## src/rtl/cpu_types_pkg.sv

```systemverilog
// Shared CPU-side types: machine word and RAM handshake state.
package cpu_types_pkg;
   typedef logic [31:0] word_t;
   typedef enum logic [1:0] {FREE, BUSY, ACCESS, ERROR} ramstate_t;
endpackage

```

## src/rtl/mem_arbiter_pkg.sv

```systemverilog
// Arbiter-local enums plus re-exported CPU types; cpu_types_pkg is not wildcard-imported
// anywhere because its BUSY enumerator would collide with the arbiter's BUSY state.
package mem_arbiter_pkg;
   typedef cpu_types_pkg::word_t     word_t;
   typedef cpu_types_pkg::ramstate_t ramstate_t;

   typedef enum logic {IDLE, BUSY} arb_state_t;
   typedef enum logic {ISRC, DSRC} req_src_t;

   function automatic int ptr_width(input int n);
      return (n > 1) ? $clog2(n) : 1;
   endfunction
endpackage

```

## src/rtl/mem_arbiter_if.sv

```systemverilog
// Cache-miss and RAM-port bundle; slave = the arbiter, master = caches + RAM model.
interface mem_arbiter_if import mem_arbiter_pkg::*; #(
   parameter int CPUS = 2
) ();
   logic [CPUS-1:0] iREN;
   word_t           iaddr [CPUS];
   logic [CPUS-1:0] iwait;
   word_t           iload [CPUS];
   logic [CPUS-1:0] dREN;
   logic [CPUS-1:0] dWEN;
   word_t           daddr  [CPUS];
   word_t           dstore [CPUS];
   logic [CPUS-1:0] dwait;
   word_t           dload  [CPUS];
   logic            ramREN;
   logic            ramWEN;
   word_t           ramaddr;
   word_t           ramstore;
   word_t           ramload;
   ramstate_t       ramstate;

   modport slave (
      input  iREN, iaddr, dREN, dWEN, daddr, dstore, ramload, ramstate,
      output iwait, iload, dwait, dload, ramREN, ramWEN, ramaddr, ramstore
   );
   modport master (
      output iREN, iaddr, dREN, dWEN, daddr, dstore, ramload, ramstate,
      input  iwait, iload, dwait, dload, ramREN, ramWEN, ramaddr, ramstore
   );
endinterface

```

## src/rtl/mem_arbiter_rr_picker.sv

```systemverilog
// Round-robin winner select: first set request at or above rr_ptr, wrapping.
// Purely combinational, no backpressure of its own.
module rr_picker import mem_arbiter_pkg::*; #(
   parameter  int CPUS = 2,
   localparam int PW   = ptr_width(CPUS)
) (
   input  logic [CPUS-1:0] req,
   input  logic [PW-1:0]   rr_ptr,
   output logic [PW-1:0]   win,
   output logic            vld
);
   always_comb begin
      logic [PW-1:0] idx;
      win = '0;
      vld = 1'b0;
      idx = '0;
      for (int k = 0; k < CPUS; k++) begin
         idx = PW'((int'(rr_ptr) + k) % CPUS);
         if (!vld && req[idx]) begin
            vld = 1'b1;
            win = idx;
         end
      end
   end
endmodule

```

## src/rtl/mem_arbiter.sv

```systemverilog
// Shares one RAM port among CPUS cores' i/d caches; grant 1 cycle after request, done on first ACCESS.
// Only the granted requester sees wait drop; everyone else holds wait=1 until served.
module mem_arbiter import mem_arbiter_pkg::*; #(
   parameter int CPUS = 2,
   parameter int ERRW = 8
) (
   input  logic            CLK,
   input  logic            nRST,
   mem_arbiter_if.slave    bus,
   output logic [ERRW-1:0] err_count
);
   localparam int PW = ptr_width(CPUS);

   arb_state_t      state, next_state;
   req_src_t        gnt_src, next_gnt_src;
   logic [PW-1:0]   rr_ptr, next_ptr, gnt_cpu, next_gnt_cpu, pick;
   logic            pick_vld, err_inc, done;
   logic            ren, wen;
   word_t           addr, store;
   logic [CPUS-1:0] dreq, req;

   assign dreq = bus.dREN | bus.dWEN;
   assign req  = dreq | bus.iREN;

   rr_picker #(.CPUS(CPUS)) u_pick (
      .req    (req),
      .rr_ptr (rr_ptr),
      .win    (pick),
      .vld    (pick_vld)
   );

   always_comb begin
      next_state   = state;
      next_ptr     = rr_ptr;
      next_gnt_cpu = gnt_cpu;
      next_gnt_src = gnt_src;
      err_inc      = 1'b0;
      done         = 1'b0;
      ren          = 1'b0;
      wen          = 1'b0;
      addr         = '0;
      store        = '0;
      unique case (state)
         IDLE: begin
            if (pick_vld) begin
               next_gnt_cpu = pick;
               next_gnt_src = dreq[pick] ? DSRC : ISRC;
               next_state   = BUSY;
            end
         end
         BUSY: begin
            // Enables track the requester's live inputs; REN+WEN together is a write.
            if (gnt_src == DSRC) begin
               wen   = bus.dWEN[gnt_cpu];
               ren   = bus.dREN[gnt_cpu] & ~bus.dWEN[gnt_cpu];
               addr  = bus.daddr[gnt_cpu];
               store = bus.dstore[gnt_cpu];
            end else begin
               ren  = bus.iREN[gnt_cpu];
               addr = bus.iaddr[gnt_cpu];
            end
            if (!(ren || wen)) begin
               next_state = IDLE;
            end else if (bus.ramstate == cpu_types_pkg::ACCESS) begin
               done       = 1'b1;
               next_state = IDLE;
               next_ptr   = (gnt_cpu == PW'(CPUS - 1)) ? '0 : gnt_cpu + 1'b1;
            end else if (bus.ramstate == cpu_types_pkg::ERROR) begin
               err_inc    = 1'b1;
               next_state = IDLE;
            end
         end
      endcase
   end

   assign bus.ramREN   = ren;
   assign bus.ramWEN   = wen;
   assign bus.ramaddr  = addr;
   assign bus.ramstore = store;

   always_comb begin
      bus.iwait = '1;
      bus.dwait = '1;
      if (done) begin
         if (gnt_src == DSRC) bus.dwait[gnt_cpu] = 1'b0;
         else                 bus.iwait[gnt_cpu] = 1'b0;
      end
      for (int c = 0; c < CPUS; c++) begin
         bus.iload[c] = bus.ramload;
         bus.dload[c] = bus.ramload;
      end
   end

   always_ff @(posedge CLK or negedge nRST) begin
      if (!nRST) begin
         state     <= IDLE;
         rr_ptr    <= '0;
         gnt_cpu   <= '0;
         gnt_src   <= ISRC;
         err_count <= '0;
      end else begin
         state   <= next_state;
         rr_ptr  <= next_ptr;
         gnt_cpu <= next_gnt_cpu;
         gnt_src <= next_gnt_src;
         if (err_inc && err_count != '1) err_count <= err_count + 1'b1;
      end
   end
endmodule

```

## src/flat_wrapper.sv

```systemverilog
// flat-port wrapper written by rule: the top's interface ports become plain ports
module mem_arbiter_flat import mem_arbiter_pkg::*;
#(
   parameter int CPUS = 2,
   parameter int ERRW = 8
)
  (CLK, nRST, err_count, bus_iREN, bus_iaddr, bus_dREN, bus_dWEN, bus_daddr, bus_dstore, bus_ramload, bus_ramstate, bus_iwait, bus_iload, bus_dwait, bus_dload, bus_ramREN, bus_ramWEN, bus_ramaddr, bus_ramstore);
  mem_arbiter_if #(.CPUS(CPUS)) bus_i ();
  input  logic CLK;
  input  logic nRST;
  output logic [ERRW-1:0] err_count;
  input wire logic [$bits(bus_i.iREN)-1:0] bus_iREN;
  input wire logic [$bits(bus_i.iaddr)-1:0] bus_iaddr;
  input wire logic [$bits(bus_i.dREN)-1:0] bus_dREN;
  input wire logic [$bits(bus_i.dWEN)-1:0] bus_dWEN;
  input wire logic [$bits(bus_i.daddr)-1:0] bus_daddr;
  input wire logic [$bits(bus_i.dstore)-1:0] bus_dstore;
  input wire logic [$bits(bus_i.ramload)-1:0] bus_ramload;
  input wire logic [$bits(bus_i.ramstate)-1:0] bus_ramstate;
  output wire logic [$bits(bus_i.iwait)-1:0] bus_iwait;
  output wire logic [$bits(bus_i.iload)-1:0] bus_iload;
  output wire logic [$bits(bus_i.dwait)-1:0] bus_dwait;
  output wire logic [$bits(bus_i.dload)-1:0] bus_dload;
  output wire logic [$bits(bus_i.ramREN)-1:0] bus_ramREN;
  output wire logic [$bits(bus_i.ramWEN)-1:0] bus_ramWEN;
  output wire logic [$bits(bus_i.ramaddr)-1:0] bus_ramaddr;
  output wire logic [$bits(bus_i.ramstore)-1:0] bus_ramstore;
  assign bus_i.iREN = bus_iREN;
  assign bus_i.iaddr = {>>{bus_iaddr}};
  assign bus_i.dREN = bus_dREN;
  assign bus_i.dWEN = bus_dWEN;
  assign bus_i.daddr = {>>{bus_daddr}};
  assign bus_i.dstore = {>>{bus_dstore}};
  assign bus_i.ramload = bus_ramload;
  assign bus_i.ramstate = bus_ramstate;
  assign bus_iwait = bus_i.iwait;
  assign bus_iload = {>>{bus_i.iload}};
  assign bus_dwait = bus_i.dwait;
  assign bus_dload = {>>{bus_i.dload}};
  assign bus_ramREN = bus_i.ramREN;
  assign bus_ramWEN = bus_i.ramWEN;
  assign bus_ramaddr = bus_i.ramaddr;
  assign bus_ramstore = bus_i.ramstore;
  mem_arbiter #(.CPUS(CPUS), .ERRW(ERRW)) u_core (.CLK(CLK), .nRST(nRST), .bus(bus_i), .err_count(err_count));
endmodule
```

## config.mk

```make
export PLATFORM = sky130hd
export DESIGN_NAME = mem_arbiter_flat
export DESIGN_NICKNAME = d
export VERILOG_FILES = /design/src/rtl/cpu_types_pkg.sv /design/src/rtl/mem_arbiter_pkg.sv /design/src/rtl/mem_arbiter_if.sv /design/src/rtl/mem_arbiter_rr_picker.sv /design/src/rtl/mem_arbiter.sv /design/src/flat_wrapper.sv
export SDC_FILE = /design/constraint.sdc
export NUM_CORES = 1
export LEC_CHECK = 0
export ABC_CLOCK_PERIOD_IN_PS = 2390
export CAP_MARGIN = 20
export CORE_AREA = 3 3 172 174
export DETAILED_ROUTE_END_ITERATION = 6
export DIE_AREA = 0 0 175 177
export DONT_BUFFER_PORTS = 1
export PLACE_DENSITY = 0.3
export SLEW_MARGIN = 10
export SYNTH_ARGS = -nofsm -noshare
export SYNTH_HDL_FRONTEND = slang
export SYNTH_SLANG_ARGS = --single-unit
```

## constraint.sdc

```tcl
create_clock -name CLK -period 2.39 [get_ports CLK]
set_input_delay 0.478 -clock CLK [delete_from_list [all_inputs] [get_ports CLK]]
set_output_delay 0.478 -clock CLK [all_outputs]
set_load 0.02 [all_outputs]
```

* Word level (Yosys, flattened, before mapping)
Index checks and enable logic that the tools add are counted.
Storage, ports and cells: register bits after elaboration 12, output and inout port bits 206
Operators by class: add/sub/neg operators 3, order comparisons 6, equality and inequality tests 3, mux-type cells 55, bitwise gates (word level) 7, reductions and logical operators 7
Operators by type and width (count):
- $mux 32 | 13
- $mux 1 | 36
- $add 8x1->8 const B | 1
- $lt 1x2->1 const B | 4
- $mux 2 | 4
- $ne 8x8->1 const B | 1
- $eq 2x2->1 const B | 2
- $or 2x2->2 | 2
- $logic_and 1x1->1 | 3
- $reduce_and 3->1 | 1
- $add 1x1->1 const B | 2
- $ge 2x2->1 const B | 1
- $not 1->1 | 2
- $not 1->2 | 1
- $not 2->2 | 1
- $pmux 1 s2 | 1
- $reduce_and 2->1 | 1
- $and 1x1->1 | 1
- $demux 1 s1 | 1
- $ge 1x1->1 const B | 1
- $logic_not 1->1 | 1
- $logic_or 1x1->1 | 1

* Depth between registers and ports, before layout
depth after elaboration 11, mapped depth 6, depth with buffers taken out 5

* Modules after synthesis
A second synthesis with hierarchy kept.
Second synthesis, totals: cells, all modules 349, area total of the unflattened synthesis 3144.3 um2
By module, submodules not included:
- mem_arbiter | instances 1, cells an instance 346, area each 3126.7 um2, seq. area each 300.3 um2
- rr_picker | instances 1, cells an instance 3, area each 17.5 um2, seq. area each 0.0 um2

* Worst setup path before layout
No wires, ideal clock.
path type reg-to-output, from register u_core.gnt_cpu, to output bus_ramaddr[0], data arrival time 1.465 ns, data required time 1.912 ns, path slack 0.447 ns, cell stages (with the launch flop) 5, path buffers 2, cells stage by stage dfrtp_1 > buf_6 > buf_2 > mux4_2 > and2_1
On the way: word-level cells in the longest chain between the ends 6
RTL lines:
- from (decl) | line mem_arbiter.sv:16 | logic [PW-1:0] rr_ptr, next_ptr, gnt_cpu, next_gnt_cpu, pick;
- from (signal assigned) | line mem_arbiter.sv:104 | gnt_cpu <= next_gnt_cpu;
- $not 1->2 (implied by the code) (*) | line mem_arbiter.sv:56, mem_arbiter.sv:60
- $mux 32, on equally long branches (3 in a row) | line mem_arbiter.sv:60, mem_arbiter.sv:56
- $mux 32 (*) | line mem_arbiter.sv:53 | if (gnt_src == DSRC) begin
- $mux 32 (*) | line mem_arbiter.sv:43 | unique case (state)
- to (decl) | line flat_wrapper.sv:26 | output wire logic [$bits(bus_i.ramaddr)-1:0] bus_ramaddr;
Mark *: on every way between the ends. The rest lies on a longest branch, timed or not. The select of a mux whose other input is x is not followed.

* Final worst setup path
from register u_core.gnt_cpu, to output bus_ramaddr[29]
Same word-level chain as after synthesis.

==> flow_summary.yaml <==
drt:
  routed_wl_um: 11900
  ant_nets: 0
  vias: 2067
  firstDrtPassIters: 4
  drc: 0
  routedWlPerCell_um: 19.0
  via_per_inst: 3.30
  drtIter0Drc: 52
power:
  vdd_drop_max_mv: 0.482
  total_power_mw: 3.96
  power.static_leakage_nw: 1.03
  power_density_nw_per_um2: 1320
sta:
  max_slew.worst_pin.slew_ns: 0.564
  hold_viol_final: 0
  clock_skew_ns: 0.00189
  setup_viol: 0
  period_share_pct: 97.8
  max_freq_ghz: 0.428
  drv_slew: 0
  rsz0062_at_grt: "yes"
  whs_ns: 0.428
  relSlewSlack_pct: 62.3
  setup_ws_ns: 0.0517
  min_period_ns: 2.34
  fin_setup_tns_ns: 0
floorplan:
  rows: 61
  die_area_sq_um: 31000
  die_h_um: 177
  die_w_um: 175
  core_sq_um: 27900
  num_io_pins: 440
  start_util_pct: 11.1
worst_setup_path:
  r2r-start: "u_core.gnt_cpu$_DFFE_PN0P_"
  cp.required_ns: 1.91
  worstSetupStartpointType: "flop"
  r2r_cells: 6
  critPathMaxFanout: 31
  timing.rr.end: "u_core.err_count[4]$_DFFE_PN0P_"
  endpoint_kind: "output pin"
  criticalPathCategory: "flop to output pin"
  cp.arrival_ns: 1.86
  r2r_slack_ns: 0.33
worst_hold_path:
  worstHoldPathCells: 2
  hp-class: "input port to flop"
  min_to: "u_core.state$_DFF_PN0_"
  hold_start: "bus_ramstate[1]"
synthesis:
  avgSynthCellArea_sq_um: 8.97
  yosysSeqAreaShare_pct: 9.65
  synth_seq_cells: 12
  netlist_area_sq_um: 3110
  ys_warn_count: 0
  synthCells: 347
  syn-num-nets: 582
  ys_types: 30
placed_design:
  dp_cells: 614
  dp.final_hpwl_um: 10800
  io_buffers: 0
  pre_cts_slack_ns: 0.273
  gp_congestion: 0.675
cells_and_area:
  fin_nets: 478
  layout_commonest_cell: "buf_4"
  nFillCells: 3245
  stdcell_count: 627
  area_growth_pct: -4.06
  final_cell_mix: "35 x buf_4, 34 x nor2_1, 33 x mux4_2, 32 x mux2i_1, 32 x and2_1"
  drive_gt1_share_pct: 34.3
grt:
  antenna_found_initial: 9
  grt_pass1_wl_um: 15600
  grt_pass1_vias: 2336
  grt_use_total_pct: 6.81
  grt-ovfl-total: 0
  grt_max_degree: 39
run:
  maxCapViolations: 0
cts:
  htreeDepth: 1
  cts_sinks: 12
  cts.reportedPaths.clkPinSlew_ns: 0.04
  cts_tree: "yes"
  numCtsBuffers: 3
  cts_buffer_depth: 2
  cts_root_buf: "clkbuf_16"
  clk_latency_ns: 0.24
run_status:
  run_status: "finished, final reports clean"
==> state kept, by name (all words and copies together), names as in the netlist <==
register / count
u_core.err_count: 8
u_core.gnt_cpu: 1
u_core.gnt_src: 1
u_core.rr_ptr: 1
u_core.state: 1
==> what timing repair did <==
| item | in CTS | in global routing |
|---|---|---|
| hold buffers | 1 | 0 |
| endpoints found under the hold margin | 12 | 0 |
| setup buffers | 0 | 1 |
| endpoints found under the setup margin | 0 | 5 |
| gates resized for setup | 0 | 2 |
==> routing by layer <==
metal | routed length [um] | track usage [%] | up-vias
li1 | - | - | 860
met1 | 3830 | 6.56 | 919
met2 | 6250 | 12.9 | 253
met3 | 1480 | 2.55 | 31
met4 | 354 | 3.09 | 4
met5 | 27 | 0 | -
==> power breakdown <==
| group | leakage (nW) | total (mW) | internal (mW) | switching (mW) |
|---|---|---|---|---|
| clock network | 0.0442 | 0.342 | 0.253 | 0.0894 |
| registers | 0.151 | 0.471 | 0.280 | 0.192 |
| logic | 0.836 | 3.14 | 1.30 | 1.84 |
==> through the flow <==
stage          area [sq um]  utilization, %
3_3_place_gp           2850            10.2
6_report               2990            10.7
2_1_floorplan          3110               -
5_1_grt                2980            10.7
3_5_place_dp           2850            10.2
4_1_cts                2950            10.6
==> final cells by class <==
type / count / area, sq um / share of cell area, %
Sequential cell: 12 / 305 / 10.2
Multi-Input combinational cell: 185 / 1750 / 58.7
Antenna cell: 7 / 17.5 / 0.587
Inverter: 2 / 7.51 / 0.251
Tap cell: 378 / 473 / 15.8
Timing Repair Buffer: 39 / 340 / 11.4
Clock buffer: 4 / 88.8 / 2.98
==> synthesized netlist by cell type <==
library cell / number / share of area [%]
a21o_1: 1 / 0.24
a21oi_1: 1 / 0.16
a21oi_4: 1 / 0.52
and2_1: 32 / 6.4
and3_1: 3 / 0.60
buf_1: 4 / 0.48
buf_2: 8 / 1.3
buf_4: 128 / 31
buf_6: 1 / 0.36
clkbuf_1: 7 / 0.84
dfrtp_1: 12 / 9.7
ha_1: 1 / 0.40
inv_1: 2 / 0.24
mux2_1: 2 / 0.72
mux2_2: 2 / 0.72
mux2i_1: 32 / 10
mux4_2: 33 / 24
nand2_1: 10 / 1.2
nand2b_1: 4 / 0.80
nand3_1: 5 / 0.80
nand3b_1: 2 / 0.48
nand4_1: 2 / 0.40
nor2_1: 35 / 4.2
nor2_4: 1 / 0.36
nor3_1: 5 / 0.80
o2111a_1: 1 / 0.36
o21ai_0: 4 / 0.64
o21ai_2: 1 / 0.28
o31ai_1: 2 / 0.48
xnor2_1: 5 / 1.4
==> cell families (layout without fill, tap and decap cells) <==
| logic type | Yosys count | in the layout | synth area share [%] |
|---|---|---|---|
| compound gates | 11 | 11 | 2.69 |
| xor+xnor | 5 | 5 | 1.41 |
| fa+ha+maj | 1 | 1 | 0.402 |
| buf+inv | 150 | 45 | 34.1 |
| flops | 12 | 12 | 9.65 |
| mux | 69 | 69 | 35.6 |
| other cells | 0 | 7 | 0 |
| simple gates | 99 | 99 | 16.1 |
==> worst max-delay path, cell delays in order (launching register included) <==
cell     delay, ns
dfrtp_4       0.47
buf_16        0.25
mux4_2        0.61
and2_1        0.26
==> worst max path at each step <==
stage | from | to | cells past startpoint
floorplan | u_core.gnt_cpu$_DFFE_PN0P_ | bus_ramaddr[0] | 4
global placement | u_core.gnt_cpu$_DFFE_PN0P_ | bus_ramaddr[29] | 3
detailed placement | u_core.gnt_cpu$_DFFE_PN0P_ | bus_ramaddr[29] | 3
CTS | u_core.gnt_cpu$_DFFE_PN0P_ | bus_ramaddr[29] | 3
global route | u_core.gnt_cpu$_DFFE_PN0P_ | bus_ramaddr[29] | 3
finish | u_core.gnt_cpu$_DFFE_PN0P_ | bus_ramaddr[29] | 3
(Power assumes the default switching activity.)
